==> src/rtl/lzc_iter_ctrl.sv <==
// Iterative leading-zero counter: scans a W-bit word MSB-first, one K-bit chunk
// per cycle, and returns the total leading-zero count over a valid/ready pair.
module lzc_iter_ctrl #(
    parameter int W = 32,
    parameter int K = 8,
    localparam int NC = W / K,
    localparam int CW = $clog2(W + 1)
) (
    input  logic          clk,
    input  logic          rst,
    input  logic          in_valid,
    output logic          in_ready,
    input  logic [W-1:0]  in_data,
    output logic          out_valid,
    input  logic          out_ready,
    output logic [CW-1:0] out_count,
    output logic          out_zero,
    output logic          busy
);

    localparam int IW = $clog2(NC);
    localparam int KW = $clog2(K);

    typedef enum logic [1:0] {IDLE, SCAN, DONE} state_e;

    state_e        state_q, state_d;
    logic [IW-1:0] idx_q, idx_d;
    logic [W-1:0]  data_q, data_d;
    logic [CW-1:0] count_q, count_d;
    logic          zero_q, zero_d;

    // Chunk 0 is the most significant K bits of the latched word.
    logic [K-1:0] chunks [NC];
    for (genvar g = 0; g < NC; g++) begin : g_chunk
        assign chunks[g] = data_q[W-1-g*K -: K];
    end

    logic [K-1:0]  chunk;
    logic [KW-1:0] lz;

    // Single K-bit LZC slice; the highest set bit is written last and wins.
    always_comb begin
        chunk = chunks[idx_q];
        lz    = '0;
        for (int b = 0; b < K; b++) begin
            if (chunk[b]) lz = KW'(K - 1 - b);
        end
    end

    // NOTE: every signal driven here gets a default first, so no path leaves
    // one unassigned and no latch is inferred.
    always_comb begin
        state_d = state_q;
        idx_d   = idx_q;
        data_d  = data_q;
        count_d = count_q;
        zero_d  = zero_q;
        case (state_q)
            IDLE: begin
                if (in_valid && in_ready) begin
                    data_d  = in_data;
                    idx_d   = '0;
                    state_d = SCAN;
                end
            end
            SCAN: begin
                if (chunk != '0) begin
                    // idx*K + lz with lz < K is exactly the concatenation.
                    count_d = CW'({idx_q, lz});
                    zero_d  = 1'b0;
                    state_d = DONE;
                end else if (idx_q == IW'(NC - 1)) begin
                    count_d = CW'(W);
                    zero_d  = 1'b1;
                    state_d = DONE;
                end else begin
                    idx_d = idx_q + IW'(1);
                end
            end
            DONE: begin
                if (out_ready) state_d = IDLE;
            end
            default: state_d = IDLE;
        endcase
    end

    // NOTE: state registers use non-blocking assignments so every flop samples
    // the pre-edge values regardless of process ordering.
    always_ff @(posedge clk or posedge rst) begin
        if (rst) begin
            state_q <= IDLE;
            idx_q   <= '0;
            data_q  <= '0;
            count_q <= '0;
            zero_q  <= 1'b0;
        end else begin
            state_q <= state_d;
            idx_q   <= idx_d;
            data_q  <= data_d;
            count_q <= count_d;
            zero_q  <= zero_d;
        end
    end

    assign in_ready  = (state_q == IDLE) && !rst;
    assign out_valid = (state_q == DONE);
    assign busy      = (state_q == SCAN);
    assign out_count = count_q;
    assign out_zero  = zero_q;

endmodule

==> config.mk <==
export PLATFORM = sky130hd
export DESIGN_NAME = lzc_iter_ctrl
export DESIGN_NICKNAME = d
export VERILOG_FILES = /design/src/rtl/lzc_iter_ctrl.sv
export SDC_FILE = /design/constraint.sdc
export NUM_CORES = 1
export LEC_CHECK = 0
export ABC_CLOCK_PERIOD_IN_PS = 4600
export CORE_ASPECT_RATIO = 1.5
export CORE_MARGIN = 2
export CORE_UTILIZATION = 40
export CTS_BUF_LIST = sky130_fd_sc_hd__clkbuf_4 sky130_fd_sc_hd__clkbuf_8
export DETAILED_ROUTE_END_ITERATION = 10
export GPL_TIMING_DRIVEN = 0
export PLACE_DENSITY = 0.67
export SYNTH_ARGS = -nofsm -noshare
export SYNTH_HDL_FRONTEND = slang
export SYNTH_SLANG_ARGS = --single-unit
==> constraint.sdc <==
create_clock -name clk -period 4.6 [get_ports clk]
set_clock_uncertainty 0.05 [all_clocks]
set_input_delay 0.92 -clock clk [delete_from_list [all_inputs] [get_ports clk]]
set_output_delay 0.92 -clock clk [all_outputs]
set_load 0.01 [all_outputs]
### Word level (Yosys, flattened, before mapping)

Cells that the tools add are included.

| word-level totals | value |
|---|---|
| register bits after elaboration | 43 |
| input port bits | 36 |
| output and inout bits | 10 |
| logic and storage cells | 51 |

| operators by class | value |
|---|---|
| add/sub/neg operators | 1 |
| $lt $le $gt $ge | 1 |
| equality and inequality tests | 8 |
| multiplexer cells | 24 |
| bitwise logic cells | 1 |
| reduce and logical (&&, ||, !) cells | 11 |

Operators with widths:

| operator | count |
|---|---|
| two-way mux 3 bit | 8 |
| binary-select mux 8 bit (select 2 bit) | 1 |
| two-way mux 8 bit | 2 |
| two-way mux 2 bit | 7 |
| two-way mux 6 bit | 2 |
| nonzero test 8 bit | 1 |
| inequality test 2 bit, second input constant | 3 |
| case mux 2 bit (3 select lines) | 1 |
| == test 2 bit, second input constant | 2 |
| case mux 2 bit (2 select lines) | 1 |
| AND reduction 2 bit | 2 |
| AND reduction 4 bit | 1 |
| nonzero test 2 bit | 2 |
| greater-or-equal comparator 3 bit, second input constant | 1 |
| inequality test 3 x 1 -> 1 bit, second input constant | 1 |
| inverter 2 -> 3 bit | 1 |
| AND reduction 3 bit | 1 |
| adder 2 x 1 -> 2 bit, second input constant | 1 |
| == test 2 x 1 -> 1 bit, second input constant | 1 |
| logical AND 1 bit | 2 |
| zero test 2 bit | 1 |
| two-way mux 1 bit | 2 |
| inequality test 2 x 1 -> 1 bit, second input constant | 1 |
| zero test 1 bit | 1 |

### Longest topological paths before layout

| logic depth | value |
|---|---|
| depth in word-level cells | 13 |
| gate-level depth with buffers | 6 |
| depth with buffers taken out | 5 |

### Worst setup path after synthesis

Ideal clock, no wire load.

| timing path | value |
|---|---|
| path kind | in2reg |
| start point | input rst |
| end point | register idx_q[0] |
| setup time | 0.123 ns |
| arrival | 2.547 ns |
| data required time | 4.427 ns |
| slack | 1.880 ns |
| cell stages on the path | 6 |
| cells stage by stage | nor3_1 -> and2_1 -> clkbuf_1 -> nor2_1 -> or4b_2 -> o221a_2 |

| between the ends | value |
|---|---|
| word-level cells in the longest chain between the ends | 5 |

Ends and longest elaborated chain:

| element | line | RTL |
|---|---|---|
| start, declared | 10 | `input logic rst,` |
| zero test 1 bit | 105 | `assign in_ready = (state_q == IDLE) && !rst;` |
| logical AND 1 bit | 105 |  |
| logical AND 1 bit | 60 | `if (in_valid && in_ready) begin` |
| inequality test 2 bit (no source line) | - |  |
| AND reduction 4 bit (no source line) | - |  |
| end signal, assigned | 98 | `idx_q <= idx_d;` |
| end, declared | 27 | `logic [IW-1:0] idx_q, idx_d;` |

Every way passes these cells.
A chain may end at the register's enable or synchronous reset.

### Final worst setup path

| timing path | value |
|---|---|
| start point | input rst |
| end point | output in_ready |

| between the ends | value |
|---|---|
| word-level cells in the longest chain between the ends | 2 |

Ends and longest elaborated chain:

| element | line | RTL |
|---|---|---|
| zero test 1 bit | 105 |  |
| logical AND 1 bit | 105 |  |
| end, declared | 12 | `output logic in_ready,` |

Every way passes these cells.

==> results.toml <==
[sta]
worst_slew_margin_rel_pct = 42.6
finalSetupViolCount = 0
fmax_ghz = 0.325
tightestPinTransition_ps = 860
timing.final.max_slew_violations = 0
finalHoldViolCount = 0
period_share_pct = 67.0
final_critical_path_setup_slack_ps = 1520
fin_setup_tns_ps = 0
finalWorstPathRequiredPeriod_ps = 3080
grt_setup_unrepaired = "false"

[clock_tree]
numCtsBuffers = 5
clkTransAtPathRegs_ps = 70
cts_max_path_buffers = 2
clock_latency_of_the_later_clocked_register_in_the_worst_skew_pair_ps = 300
ctsResizeCount = 0
clock-root-buffer = "sky130_fd_sc_hd__clkbuf_8"
tritoncts = "yes"
ctsHoldBuffers = 0
cts.htree.levels = 2
cts_sinks = 42
cts_post_setup_buffers_inserted = 0

[floorplan]
die_area_um2 = 5370
io_pins = 46
starting_density_of_the_core_pct = 41.8
floorplan.rows = 30
die_w_um = 60.5
core_area_um2 = 4580
die_height_um = 88.8

[detailed_routing]
detail_route.vias_per_cell = 5.10
totalWireLength_mm = 3.96
route.antenna.remaining_nets = 0
wire_per_inst_um = 15.9
first_iter_violations = 17
route.detailed.drc = 0
detail_route.first_pass.iterations = 5
dr_total_vias = 1271

[worst_setup_path]
r2r_slack_ps = 1650
setup.worst_path.end_class = "primary output"
worst-endpoint-arrival_ps = 2110
worst_setup_path_start_kind = "input port"
cp_max_fo = 2
crit_type = "input port to primary output"
cp.required_ps = 3630

[global_route]
first_global_vias = 1409
grt.total_usage_pct = 16.9
grt_residual_overflow = 0
grt_antenna_before_repair = 0
grt_start_max_net_pins = 43
wire_length_of_the_first_global_routing_pass_mm = 6.60

[run]
max_cap_viol_count = 0

[synth]
postSynthRegisterBits = 42
synthTopCellsByArea = "sky130_fd_sc_hd__dfrtp_1, sky130_fd_sc_hd__mux2_2, sky130_fd_sc_hd__mux4_2"
netlist.top_cell.by_area = "sky130_fd_sc_hd__dfrtp_1"
synthDistinctLibCells = 32
ys.warnings.count = 0
synth.cell_area_um2 = 1920
postSynthCellCount = 132
syn-mean-instance-area_um2 = 14.5
synth.top_cell.area_share_pct = 54.9
ys_seq_area_share_pct = 54.9
synth_fp_nets = 169

[power_and_ir_drop]
vdd_ir_drop_max_v = 0.000249
power.static_leakage_nw = 1.04
power.density_nw_per_um2 = 426

[cells_and_area]
register_area_um2 = 1050
area_growth_pct = 33.6
layout.cells.most_common_list = "sky130_fd_sc_hd__clkdlybuf4s50_1, sky130_fd_sc_hd__dfrtp_1, sky130_fd_sc_hd__mux2_2"
drive_above_1_share_pct = 29.7
layout.nets = 221
multi_input_comb_area_um2 = 812
final_std_cells_w_o_fill = 249
filler_cell_count = 416
final_common_cell = "sky130_fd_sc_hd__clkdlybuf4s50_1"
final_util_pct = 55.9
antenna-diode-count = 0

[place]
dp.final_hpwl_mm = 2.95
globalplace.congestion = 0.763
port_buffers = 45
dp_slack_ps = 1350
number_of_placed_cells_counting_well_taps = 241

[worst_hold_path]
hold_class = "register to register"

[status]
result_of_the_run = "finished clean"
[path summary, 6_finish.rpt]
kind	start	endpoint	depth (start not counted)
setup / recovery	rst	in_ready	3
hold / removal	out_count[2]	out_count[2]	2
setup reg to reg	idx_q[1]	idx_q[1]	6
hold reg to reg	out_count[2]	out_count[2]	2
max in group asynchronous	rst	chunks[9]	2
min in group asynchronous	rst	state_q[0]	2
[through the flow]
step	hold WS, ps	area (um^2)	total power [W]
finish	449	2560	0.00109
global route	464	2560	0.00115
CTS	455	2560	0.00110
global placement	418	2450	0.000786
floorplan	422	1920	0.000692
detailed placement	438	2450	0.000804
[logic make-up (layout without fill, tap and decap cells)]
group                      after synthesis  after routing  share of synthesized area, %
adders and majority gates                1              1                         0.653
muxes                                   41             41                          29.2
AOI/OAI and AO/OA                       14             14                          5.29
DFF                                     42             42                          54.9
and+or+nand+nor                         23             23                          7.25
buffers and inverters                   11             64                          2.74
[Yosys cell counts (all sizes together)]
cell type,count
o21ai,5
nor2b,3
ha,1
nand2,2
nor3b,1
or2,2
nand2b,1
buf,5
or4b,1
dfrtp,42
a21o,1
clkbuf,2
a21oi,2
or4,2
inv,4
a32o,1
or3,1
nor3,2
mux4,8
a22o,3
o221a,1
mux2,33
and2,2
nor2,6
a211oi,1
[where the power goes]
group	switching (W)	total [W]	internal [W]
Clock	0.000128	0.000296	0.000168
Sequential	0.0000543	0.000523	0.000469
Combinational	0.0000977	0.000271	0.000173
[state kept, by name, indices dropped and copies added, names as in the netlist]
register   cells
out_count      6
state_q        2
idx_q          2
chunks        32
[routing by layer]
layer | GRT usage (%) | vias to the layer above | routed length (um)
met5 | 0 | - | 0
met4 | 6.52 | 0 | 65
met3 | 3.95 | 6 | 124
met2 | 31.0 | 25 | 2230
met1 | 18.4 | 651 | 1540
li1 | - | 589 | -
[critical path: stages]
cell and delay (ps):
sky130_fd_sc_hd__clkdlybuf4s50_1 430, sky130_fd_sc_hd__nor3_1 180, sky130_fd_sc_hd__clkdlybuf4s50_1 570
[cell type report]
class | count | share of cell area, %
tap | 64 | 3.13
timing repair buffer | 45 | 17.6
clock inverter | 2 | 1.47
multi-input combinational | 79 | 31.7
inverter | 4 | 0.587
buffer | 7 | 1.47
clock buffer | 6 | 2.98
sequential | 42 | 41.1
(Power assumes the default switching activity.)
